==> src/rtl/bus_pkg.sv <==
// Shared bus definitions: address/data widths and the master-port
// command constants and command record.
package bus_pkg;

  localparam int ADDR_WIDTH = 14;
  localparam int DATA_WIDTH = 8;

  // Master-port front end defaults
  localparam int MP_FIFO_DEPTH     = 4;
  localparam int MP_TIMEOUT_CYCLES = 1023;

  // One queued host command (FIFO entry)
  typedef struct packed {
    logic [ADDR_WIDTH-1:0] addr;
    logic [DATA_WIDTH-1:0] wdata;
    logic                  we;
  } mp_cmd_t;

  // Master-port transaction FSM
  typedef enum logic [1:0] {
    MP_IDLE = 2'd0,
    MP_REQ  = 2'd1,
    MP_RESP = 2'd2
  } mp_state_e;

endpackage

==> src/rtl/mp_cmd_fifo.sv <==
// Synchronous command FIFO for the master-port front end.
// Ports:
//   clk_i, rst_ni       clock, asynchronous active-low reset
//   push_i / wdata_i    write an entry (ignored while full)
//   pop_i               drop the head entry (ignored while empty)
//   rdata_o             current head entry (valid while !empty_o)
//   full_o, empty_o     occupancy flags
//   count_o             number of stored entries
module mp_cmd_fifo #(
  parameter int DEPTH = 4,
  parameter int WIDTH = 8
) (
  input  logic                       clk_i,
  input  logic                       rst_ni,
  input  logic                       push_i,
  input  logic [WIDTH-1:0]           wdata_i,
  input  logic                       pop_i,
  output logic [WIDTH-1:0]           rdata_o,
  output logic                       full_o,
  output logic                       empty_o,
  output logic [$clog2(DEPTH+1)-1:0] count_o
);

  localparam int PTR_W = $clog2(DEPTH);
  localparam int CNT_W = $clog2(DEPTH+1);

  logic [WIDTH-1:0] mem_q [DEPTH];
  logic [PTR_W-1:0] wr_ptr_q, wr_ptr_d;
  logic [PTR_W-1:0] rd_ptr_q, rd_ptr_d;
  logic [CNT_W-1:0] count_q, count_d;
  logic             push_ok;
  logic             pop_ok;

  assign full_o  = (count_q == CNT_W'(DEPTH));
  assign empty_o = (count_q == '0);
  assign push_ok = push_i && !full_o;
  assign pop_ok  = pop_i && !empty_o;

  // The head is read combinationally so the consumer can register it
  // on the same edge that pops it.
  assign rdata_o = mem_q[rd_ptr_q];
  assign count_o = count_q;

  // DEPTH is a power of two, so the pointers wrap by plain overflow.
  always_comb begin
    wr_ptr_d = wr_ptr_q;
    rd_ptr_d = rd_ptr_q;
    count_d  = count_q;
    if (push_ok) wr_ptr_d = wr_ptr_q + PTR_W'(1);
    if (pop_ok)  rd_ptr_d = rd_ptr_q + PTR_W'(1);
    case ({push_ok, pop_ok})
      2'b10:   count_d = count_q + CNT_W'(1);
      2'b01:   count_d = count_q - CNT_W'(1);
      default: count_d = count_q;
    endcase
  end

  always_ff @(posedge clk_i or negedge rst_ni) begin
    if (!rst_ni) begin
      wr_ptr_q <= '0;
      rd_ptr_q <= '0;
      count_q  <= '0;
    end else begin
      wr_ptr_q <= wr_ptr_d;
      rd_ptr_q <= rd_ptr_d;
      count_q  <= count_d;
    end
  end

  // Storage carries no reset; contents are only read while occupied.
  always_ff @(posedge clk_i) begin
    if (push_ok) mem_q[wr_ptr_q] <= wdata_i;
  end

endmodule

==> src/rtl/bus_master_port.sv <==
// Host-side request front end for one bus master port.
// Queues host commands, presents one at a time on m_req/m_addr/m_wdata/m_we
// until the bus signals completion (or the watchdog expires), and returns
// read data / error status through a response register.
// Ports:
//   clk_i, rst_ni                 clock, asynchronous active-low reset
//   cmd_*                         host command channel (valid/ready)
//   resp_*                        host response channel (valid/ready)
//   m_req/m_addr/m_wdata/m_we     request to the bus master interface
//   m_gnt/m_ready/m_rdata/m_err   status/completion from the bus
//   pending_o                     queued commands, excluding the one in flight
module bus_master_port
  import bus_pkg::*;
#(
  parameter int DEPTH          = MP_FIFO_DEPTH,
  parameter int TIMEOUT_CYCLES = MP_TIMEOUT_CYCLES
) (
  input  logic                       clk_i,
  input  logic                       rst_ni,
  input  logic                       cmd_valid_i,
  output logic                       cmd_ready_o,
  input  logic [ADDR_WIDTH-1:0]      cmd_addr_i,
  input  logic [DATA_WIDTH-1:0]      cmd_wdata_i,
  input  logic                       cmd_we_i,
  output logic                       resp_valid_o,
  input  logic                       resp_ready_i,
  output logic [DATA_WIDTH-1:0]      resp_rdata_o,
  output logic                       resp_err_o,
  output logic                       resp_timeout_o,
  output logic                       m_req_o,
  output logic [ADDR_WIDTH-1:0]      m_addr_o,
  output logic [DATA_WIDTH-1:0]      m_wdata_o,
  output logic                       m_we_o,
  input  logic                       m_gnt_i,
  input  logic                       m_ready_i,
  input  logic [DATA_WIDTH-1:0]      m_rdata_i,
  input  logic                       m_err_i,
  output logic [$clog2(DEPTH+1)-1:0] pending_o
);

  localparam int PEND_W = $clog2(DEPTH+1);
  localparam int TCNT_W = $clog2(TIMEOUT_CYCLES+1);
  localparam logic [TCNT_W-1:0] TMO_LAST = TCNT_W'(TIMEOUT_CYCLES-1);
  localparam logic [TCNT_W-1:0] TMO_SAT  = TCNT_W'(TIMEOUT_CYCLES);

  // Grant is informational only; the request is never gated by it.
  logic unused_gnt;
  assign unused_gnt = m_gnt_i;

  // ---------------------------------------------------------------
  // Command FIFO
  // ---------------------------------------------------------------
  mp_cmd_t           fifo_wdata;
  mp_cmd_t           fifo_head;
  logic              fifo_push;
  logic              fifo_pop;
  logic              fifo_full;
  logic              fifo_empty;
  logic [PEND_W-1:0] fifo_count;
  logic [PEND_W-1:0] fifo_count_nx;

  assign fifo_wdata = '{addr: cmd_addr_i, wdata: cmd_wdata_i, we: cmd_we_i};

  mp_cmd_fifo #(
    .DEPTH (DEPTH),
    .WIDTH ($bits(mp_cmd_t))
  ) u_fifo (
    .clk_i   (clk_i),
    .rst_ni  (rst_ni),
    .push_i  (fifo_push),
    .wdata_i (fifo_wdata),
    .pop_i   (fifo_pop),
    .rdata_o (fifo_head),
    .full_o  (fifo_full),
    .empty_o (fifo_empty),
    .count_o (fifo_count)
  );

  // ---------------------------------------------------------------
  // Transaction FSM and watchdog
  // ---------------------------------------------------------------
  mp_state_e             state_q, state_d;
  logic                  cmd_ready_q, cmd_ready_d;
  logic                  m_req_q, m_req_d;
  logic [ADDR_WIDTH-1:0] m_addr_q, m_addr_d;
  logic [DATA_WIDTH-1:0] m_wdata_q, m_wdata_d;
  logic                  m_we_q, m_we_d;
  logic                  resp_valid_q, resp_valid_d;
  logic [DATA_WIDTH-1:0] resp_rdata_q, resp_rdata_d;
  logic                  resp_err_q, resp_err_d;
  logic                  resp_timeout_q, resp_timeout_d;
  logic [TCNT_W-1:0]     tmo_cnt_q, tmo_cnt_d;
  logic                  start;

  // cmd_ready is registered, so a push is always legal when it is high.
  assign fifo_push = cmd_valid_i && cmd_ready_q;
  assign start     = (state_q == MP_IDLE) && !fifo_empty && !resp_valid_q;
  assign fifo_pop  = start;

  always_comb begin
    state_d        = state_q;
    m_req_d        = m_req_q;
    m_addr_d       = m_addr_q;
    m_wdata_d      = m_wdata_q;
    m_we_d         = m_we_q;
    resp_valid_d   = resp_valid_q;
    resp_rdata_d   = resp_rdata_q;
    resp_err_d     = resp_err_q;
    resp_timeout_d = resp_timeout_q;
    tmo_cnt_d      = tmo_cnt_q;

    // Ready tracks the occupancy the FIFO will have after this edge.
    fifo_count_nx = fifo_count + PEND_W'(fifo_push && !fifo_full)
                               - PEND_W'(fifo_pop);
    cmd_ready_d   = (fifo_count_nx != PEND_W'(DEPTH));

    case (state_q)
      MP_IDLE: begin
        if (start) begin
          state_d   = MP_REQ;
          m_req_d   = 1'b1;
          m_addr_d  = fifo_head.addr;
          m_wdata_d = fifo_head.wdata;
          m_we_d    = fifo_head.we;
          tmo_cnt_d = '0;
        end
      end
      MP_REQ: begin
        if (tmo_cnt_q != TMO_SAT) tmo_cnt_d = tmo_cnt_q + TCNT_W'(1);
        // Completion takes priority over a watchdog expiry in the same cycle.
        if (m_ready_i) begin
          state_d        = MP_RESP;
          m_req_d        = 1'b0;
          resp_valid_d   = 1'b1;
          resp_rdata_d   = m_we_q ? '0 : m_rdata_i;
          resp_err_d     = m_err_i;
          resp_timeout_d = 1'b0;
        end else if (tmo_cnt_q == TMO_LAST) begin
          state_d        = MP_RESP;
          m_req_d        = 1'b0;
          resp_valid_d   = 1'b1;
          resp_rdata_d   = '0;
          resp_err_d     = 1'b1;
          resp_timeout_d = 1'b1;
        end
      end
      MP_RESP: begin
        // Leaving through IDLE guarantees a low cycle on m_req between
        // transactions.
        if (resp_ready_i) begin
          state_d      = MP_IDLE;
          resp_valid_d = 1'b0;
        end
      end
      default: state_d = MP_IDLE;
    endcase
  end

  always_ff @(posedge clk_i or negedge rst_ni) begin
    if (!rst_ni) begin
      state_q        <= MP_IDLE;
      cmd_ready_q    <= 1'b0;
      m_req_q        <= 1'b0;
      m_addr_q       <= '0;
      m_wdata_q      <= '0;
      m_we_q         <= 1'b0;
      resp_valid_q   <= 1'b0;
      resp_rdata_q   <= '0;
      resp_err_q     <= 1'b0;
      resp_timeout_q <= 1'b0;
      tmo_cnt_q      <= '0;
    end else begin
      state_q        <= state_d;
      cmd_ready_q    <= cmd_ready_d;
      m_req_q        <= m_req_d;
      m_addr_q       <= m_addr_d;
      m_wdata_q      <= m_wdata_d;
      m_we_q         <= m_we_d;
      resp_valid_q   <= resp_valid_d;
      resp_rdata_q   <= resp_rdata_d;
      resp_err_q     <= resp_err_d;
      resp_timeout_q <= resp_timeout_d;
      tmo_cnt_q      <= tmo_cnt_d;
    end
  end

  assign cmd_ready_o    = cmd_ready_q;
  assign m_req_o        = m_req_q;
  assign m_addr_o       = m_addr_q;
  assign m_wdata_o      = m_wdata_q;
  assign m_we_o         = m_we_q;
  assign resp_valid_o   = resp_valid_q;
  assign resp_rdata_o   = resp_rdata_q;
  assign resp_err_o     = resp_err_q;
  assign resp_timeout_o = resp_timeout_q;
  assign pending_o      = fifo_count;

endmodule

==> config.mk <==
export PLATFORM = sky130hd
export DESIGN_NAME = bus_master_port
export DESIGN_NICKNAME = d
export VERILOG_FILES = /design/src/rtl/bus_pkg.sv /design/src/rtl/mp_cmd_fifo.sv /design/src/rtl/bus_master_port.sv
export SDC_FILE = /design/constraint.sdc
export NUM_CORES = 1
export LEC_CHECK = 0
export BUFFER_PORTS_ARGS = -buffer_cell sky130_fd_sc_hd__buf_4
export CORE_MARGIN = 3
export CORE_UTILIZATION = 30
export DETAILED_ROUTE_END_ITERATION = 10
export PLACE_DENSITY = 0.57
export SETUP_SLACK_MARGIN = 0.3
export SLEW_MARGIN = 20
export SYNTH_ARGS = -nofsm -noshare
export SYNTH_HDL_FRONTEND = slang
export SYNTH_SLANG_ARGS = --single-unit
==> constraint.sdc <==
create_clock -name clk_i -period 3.4 [get_ports clk_i]
set_clock_uncertainty 0.15 [all_clocks]
set_input_delay 0.51 -clock clk_i [delete_from_list [all_inputs] [get_ports clk_i]]
set_output_delay 0.51 -clock clk_i [all_outputs]
set_load 0.02 [all_outputs]
# == After elaboration in Yosys (flattened, before gate mapping) ==
# Memory sizes are Yosys's and may differ from the RTL's. A register that Yosys moved wholly into a read port is not among the register bits.
# Index checks and enable logic that the tools add are counted.
# classes
n_addsub,7
eq_ne,12
muxes,24
reduce_logical,21
# ops
op,n
$mux 8,3
$mux 10,2
$pmux 10 s2,1
$reduce_and 3->1,4
$add 10x1->10 const B,1
$eq 10x10->1 const B,1
$mux 1,10
$ne 10x10->1 const B,1
$mux 2,4
$reduce_bool 2->1,4
$ne 2x2->1 const B,3
$ne 3x3->1 const B,2
$pmux 2 s3,1
$pmux 3 s2,1
$logic_and 1x1->1,5
$add 2x1->2 const B,2
$eq 2x1->1 const B,2
$eq 2x2->1 const B,2
$logic_not 1->1,4
$pmux 1 s2,2
$reduce_and 2->1,2
$add 3x1->3,1
$add 3x1->3 const B,1
$eq 3x3->1 const B,1
4 further kinds,4
# totals
reg_bits,32
ramBits,92
input_bits,38
wordCells,76
mem_count,1
# memory_table
memory,depth,width,rd,rd_clocked_by_memory_dff,wr,line_no,text
u_fifo.mem_q,4,23,1,1,1,mp_cmd_fifo.sv:27,logic [WIDTH-1:0] mem_q [DEPTH];

# == Depth between registers and ports, before layout ==
# depth
word_depth,7
ltp_mapped,10
depth_no_buf,9

# == Cells and area by module ==
# Synthesis repeated with hierarchy kept, for this count alone.
# hier_totals
hier_cells,371
area_unflattened_um2,5895.7
# modules_own_cells
module,n_inst,cells_each,area_each_um2,seq_area_each_um2
mp_cmd_fifo,1,158,3791.1,2937.8
bus_master_port,1,213,2104.5,1201.2

# == Least setup slack after synthesis ==
# OpenSTA, ideal clock, no wires.
# synth_path
path_type,register to register
startpoint,reg u_fifo.count_q[0] (netlist: u_fifo.count_o[0])
endpoint,reg cmd_ready_q (netlist: cmd_ready_o)
arrival_time_ps,2443
setup_slack_ps,675
stages_incl_launch_ff,10
path_buffers,1
synth_period_minus_slack_ps,2725
cell_sequence,dfrtp_1 > o31ai_2 > clkbuf_1 > inv_1 > ha_1 > inv_1 > ha_1 > fa_1 > xnor2_1 > or3_1
# synth_between
elab_chain_len,6
elab_cells_between_ends,10
classes_between,add/sub (2); eq/ne (2); reduce/logical (6)
# synth_rtl
item,line_no,text
"start, declared",mp_cmd_fifo.sv:30,"logic [CNT_W-1:0] count_q, count_d;"
"start signal, assigned",mp_cmd_fifo.sv:66,count_q <= count_d;
$eq 3x3->1 or $logic_not 3->1 (tied branches),"mp_cmd_fifo.sv:34, mp_cmd_fifo.sv:35",
"$logic_not 1->1, on equally long branches","bus_master_port.sv:113, bus_master_port.sv:97",
"$logic_and 1x1->1, on equally long branches","bus_master_port.sv:113, bus_master_port.sv:97",
$add 3x1->3 or $logic_and 1x1->1 (tied branches),"bus_master_port.sv:113, bus_master_port.sv:97",
$sub 3x1->3 (*),bus_master_port.sv:114,- PEND_W'(fifo_pop);
$ne 3x3->1 (*),bus_master_port.sv:115,cmd_ready_d = (fifo_count_nx != PEND_W'(DEPTH));
net cmd_ready_d,bus_master_port.sv:83,"logic cmd_ready_q, cmd_ready_d;"
"end signal, assigned",bus_master_port.sv:174,cmd_ready_q <= cmd_ready_d;
"end, declared",bus_master_port.sv:83,
# Mark *: on every way through the listed nets, which the timed path passes. The rest lies on a longest branch.
# A chain may end at the register's enable or synchronous reset.

# == Final worst setup path ==
# Same ends and word-level chain as after synthesis.

==> metrics.yaml <==
status: "complete, no violations"
track_usage_pct: 11.5
rsz0062_at_grt: "false"
critical_path_arrival_ns: 2.94
holdWs_ns: 0.0185
antenna_found_initial: 0
fill_cells: 1782
vdd_drop_max_uv: 438
tightest_slew_ns: 0.879
drt_iter0_markers: 120
fin_tns_setup_ns: 0
grt_overflow_total: 0
setup_violations: 0
chipHeight_um: 145
final_common_cell: "edfxtp_1"
io_buffers: 75
cts.repair.resized: 0
initial_core_util_pct: 30.8
synthesis.instances: 365
clk_latency_ns: 0.42
area_delta_synth_final_pct: 26.9
async_flop_share_pct: 37.4
hold_class: "in -> async"
timing.rr.end: "cmd_ready_o"
grt_pass1_wl_mm: 18.8
dp.cells: 693
yosysUniqueCellTypes: 42
criticalPathCategory: "reg -> reg"
htreeDepth: 4
rrSetupSlack_ns: 0.60
cts_inserted_buffers: 17
synth_nets: 414
grt_pass1_vias: 3463
drt_wl_total_mm: 11.5
synth-seq-cells: 147
globalplace.congestion: 0.695
ys_seq_area_share_pct: 71.3
fmax_mhz: 357
fin_crit_ns: 2.80
netlist_area_mm2: 0.00580
yosys_warnings: 0
cts.hold.buffers_added: 0
p_leak_nw: 2.96
first_pass_iters: 4
worstReg2RegStart: "u_fifo.count_o[0]"
max-slew-margin-rel_pct: 41.4
layout-drive-gt1-share_pct: 31.6
clkTransAtPathRegs_ns: 0.06
rr_worst_depth: 8
antennaDiodeCount: 0
die_w_um: 145
grt_max_degree: 56
cts.sinks: 147
fp.coreArea_mm2: 0.0188
die_area_mm2: 0.0210
num_io_pins: 77
critPathLaunchType: "register"
hold_violations: 0
maxCapViolations: 0
pre_cts_ws_ns: 0.573
synth.avg_cell_area_um2: 15.9
row_count: 50
cp-end-kind: "register"
viasPerCell: 4.47
cts_tree: "done"
powerDensity_mw_per_mm2: 923
post-cts-setup-buffer-count: 0
cts-root-buf: "clkbuf_16"
ant_nets: 0
fin_util_pct: 39.1
nets: 501
route.vias.total: 3239
fin_cells: 725
clk_path_buf_depth: 2
worstPathRequired_ns: 3.54
slew_viol_final: 0
worst_slack_ns: 0.597
drc_errors: 0
final_cell_mix: "edfxtp_1 (92), nand2_1 (81), buf_4 (79)"
synthFlopType: "edfxtp_1"
routedWlPerCell_um: 15.9
path_max_fanout: 14
dp_hpwl_mm: 7.60
period_share_pct: 82.4
synth_edf_count: 92
-- logic make-up (layout without fill, tap and decap cells) --
kind of cell,Yosys count,after routing,share of synthesized area [%]
DFF,147,147,71.3
and+or+nand+nor,108,108,8.22
AOI/OAI and AO/OA,35,35,4.68
buffers and inverters,29,129,2.33
muxes,26,26,9.45
adders and majority gates,11,11,2.63
xor gates and xnor gates,9,9,1.36
-- cell type report --
cell class	instances	area, um^2	area share (%)
sequential	147	4140	56.2
multi-input combinational	189	1540	20.9
timing repair buffer	82	653	8.87
clock buffer	20	489	6.64
tap	260	325	4.42
clock inverter	12	163	2.21
inverter	15	56.3	0.765
-- Yosys cell counts (2+ instances only) --
master     n  area (um^2)
nor3_1     2         10.0
xnor2_1    7         61.3
buf_4      3         22.5
dfrtp_1   55         1380
o21ai_0    5         25.0
nand2_1   81          304
nand3_1    3         15.0
inv_1     14         52.6
a21oi_1    5         25.0
o31ai_1    3         22.5
mux4_2    23          518
edfxtp_1  92         2760
and4_1     2         17.5
xor2_1     2         17.5
mux2i_1    3         30.0
a31oi_1    3         18.8
fa_1       2         40.0
and2_1     4         25.0
o211ai_1   2         15.0
or3_1      4         25.0
nor2_1     5         18.8
ha_1       9          113
a21o_1     2         15.0
buf_2      6         30.0
a22o_1     8         70.1
clkbuf_1   4         15.0
-- per-stage QoR --
step | instance area (um^2) | total power [mW]
3_3_place_gp | 6710 | 4.82
4_1_cts | 7360 | 6.92
6_report | 7360 | 6.80
3_5_place_dp | 6710 | 4.89
5_1_grt | 7360 | 7.22
2_1_floorplan | 5800 | 4.07
-- critical path, cell delays in order (launching register included) --
cell,delay [ns]
dfrtp_1,0.44
o31ai_4,0.67
inv_1,0.10
ha_1,0.30
inv_1,0.04
ha_1,0.18
fa_1,0.37
xnor2_1,0.13
or3_1,0.30
-- worst max path at each step --
stage / startpoint / end / depth (start not counted)
finish: u_fifo.count_o[0] / cmd_ready_o / 8
floorplan: u_fifo.count_o[0] / cmd_ready_o / 9
detailed placement: u_fifo.count_o[0] / cmd_ready_o / 8
CTS: u_fifo.count_o[0] / cmd_ready_o / 8
global route: u_fifo.count_o[0] / cmd_ready_o / 8
global placement: u_fifo.count_o[0] / cmd_ready_o / 8
-- routing by layer --
metal / track usage (%) / vias up / routed length [um] / share of wire, %
met5: 0 / - / 0 / 0
met2: 19.1 / 74 / 5800 / 50
li1: - / 1516 / - / -
met4: 3.56 / 0 / 151 / 1.3
met1: 14.2 / 1632 / 5010 / 43
met3: 4.12 / 17 / 570 / 4.9
-- report_power, final --
group / leakage (nW) / internal, mW / total, mW / switching [mW]
logic: 1.11 / 0.943 / 2.02 / 1.08
registers: 1.53 / 2.40 / 2.77 / 0.362
clock network: 0.320 / 1.27 / 2.01 / 0.737
total: 2.96 / 4.62 / 6.80 / 2.18
-- flip-flops by register name, summed over array words and instances (netlist names) --
register and cells:
resp_rdata_o 8, resp_valid_o 1, m_addr_o 14, state_q 2, m_wdata_o 8, resp_err_o 1
tmo_cnt_q 10, m_req_o 1, u_fifo.rd_ptr_q 2, u_fifo.wr_ptr_q 2, cmd_ready_o 1, m_we_o 1
u_fifo.mem_q 92, u_fifo.count_o 3, resp_timeout_o 1
No activity file was read; power rests on OpenSTA's default activity.
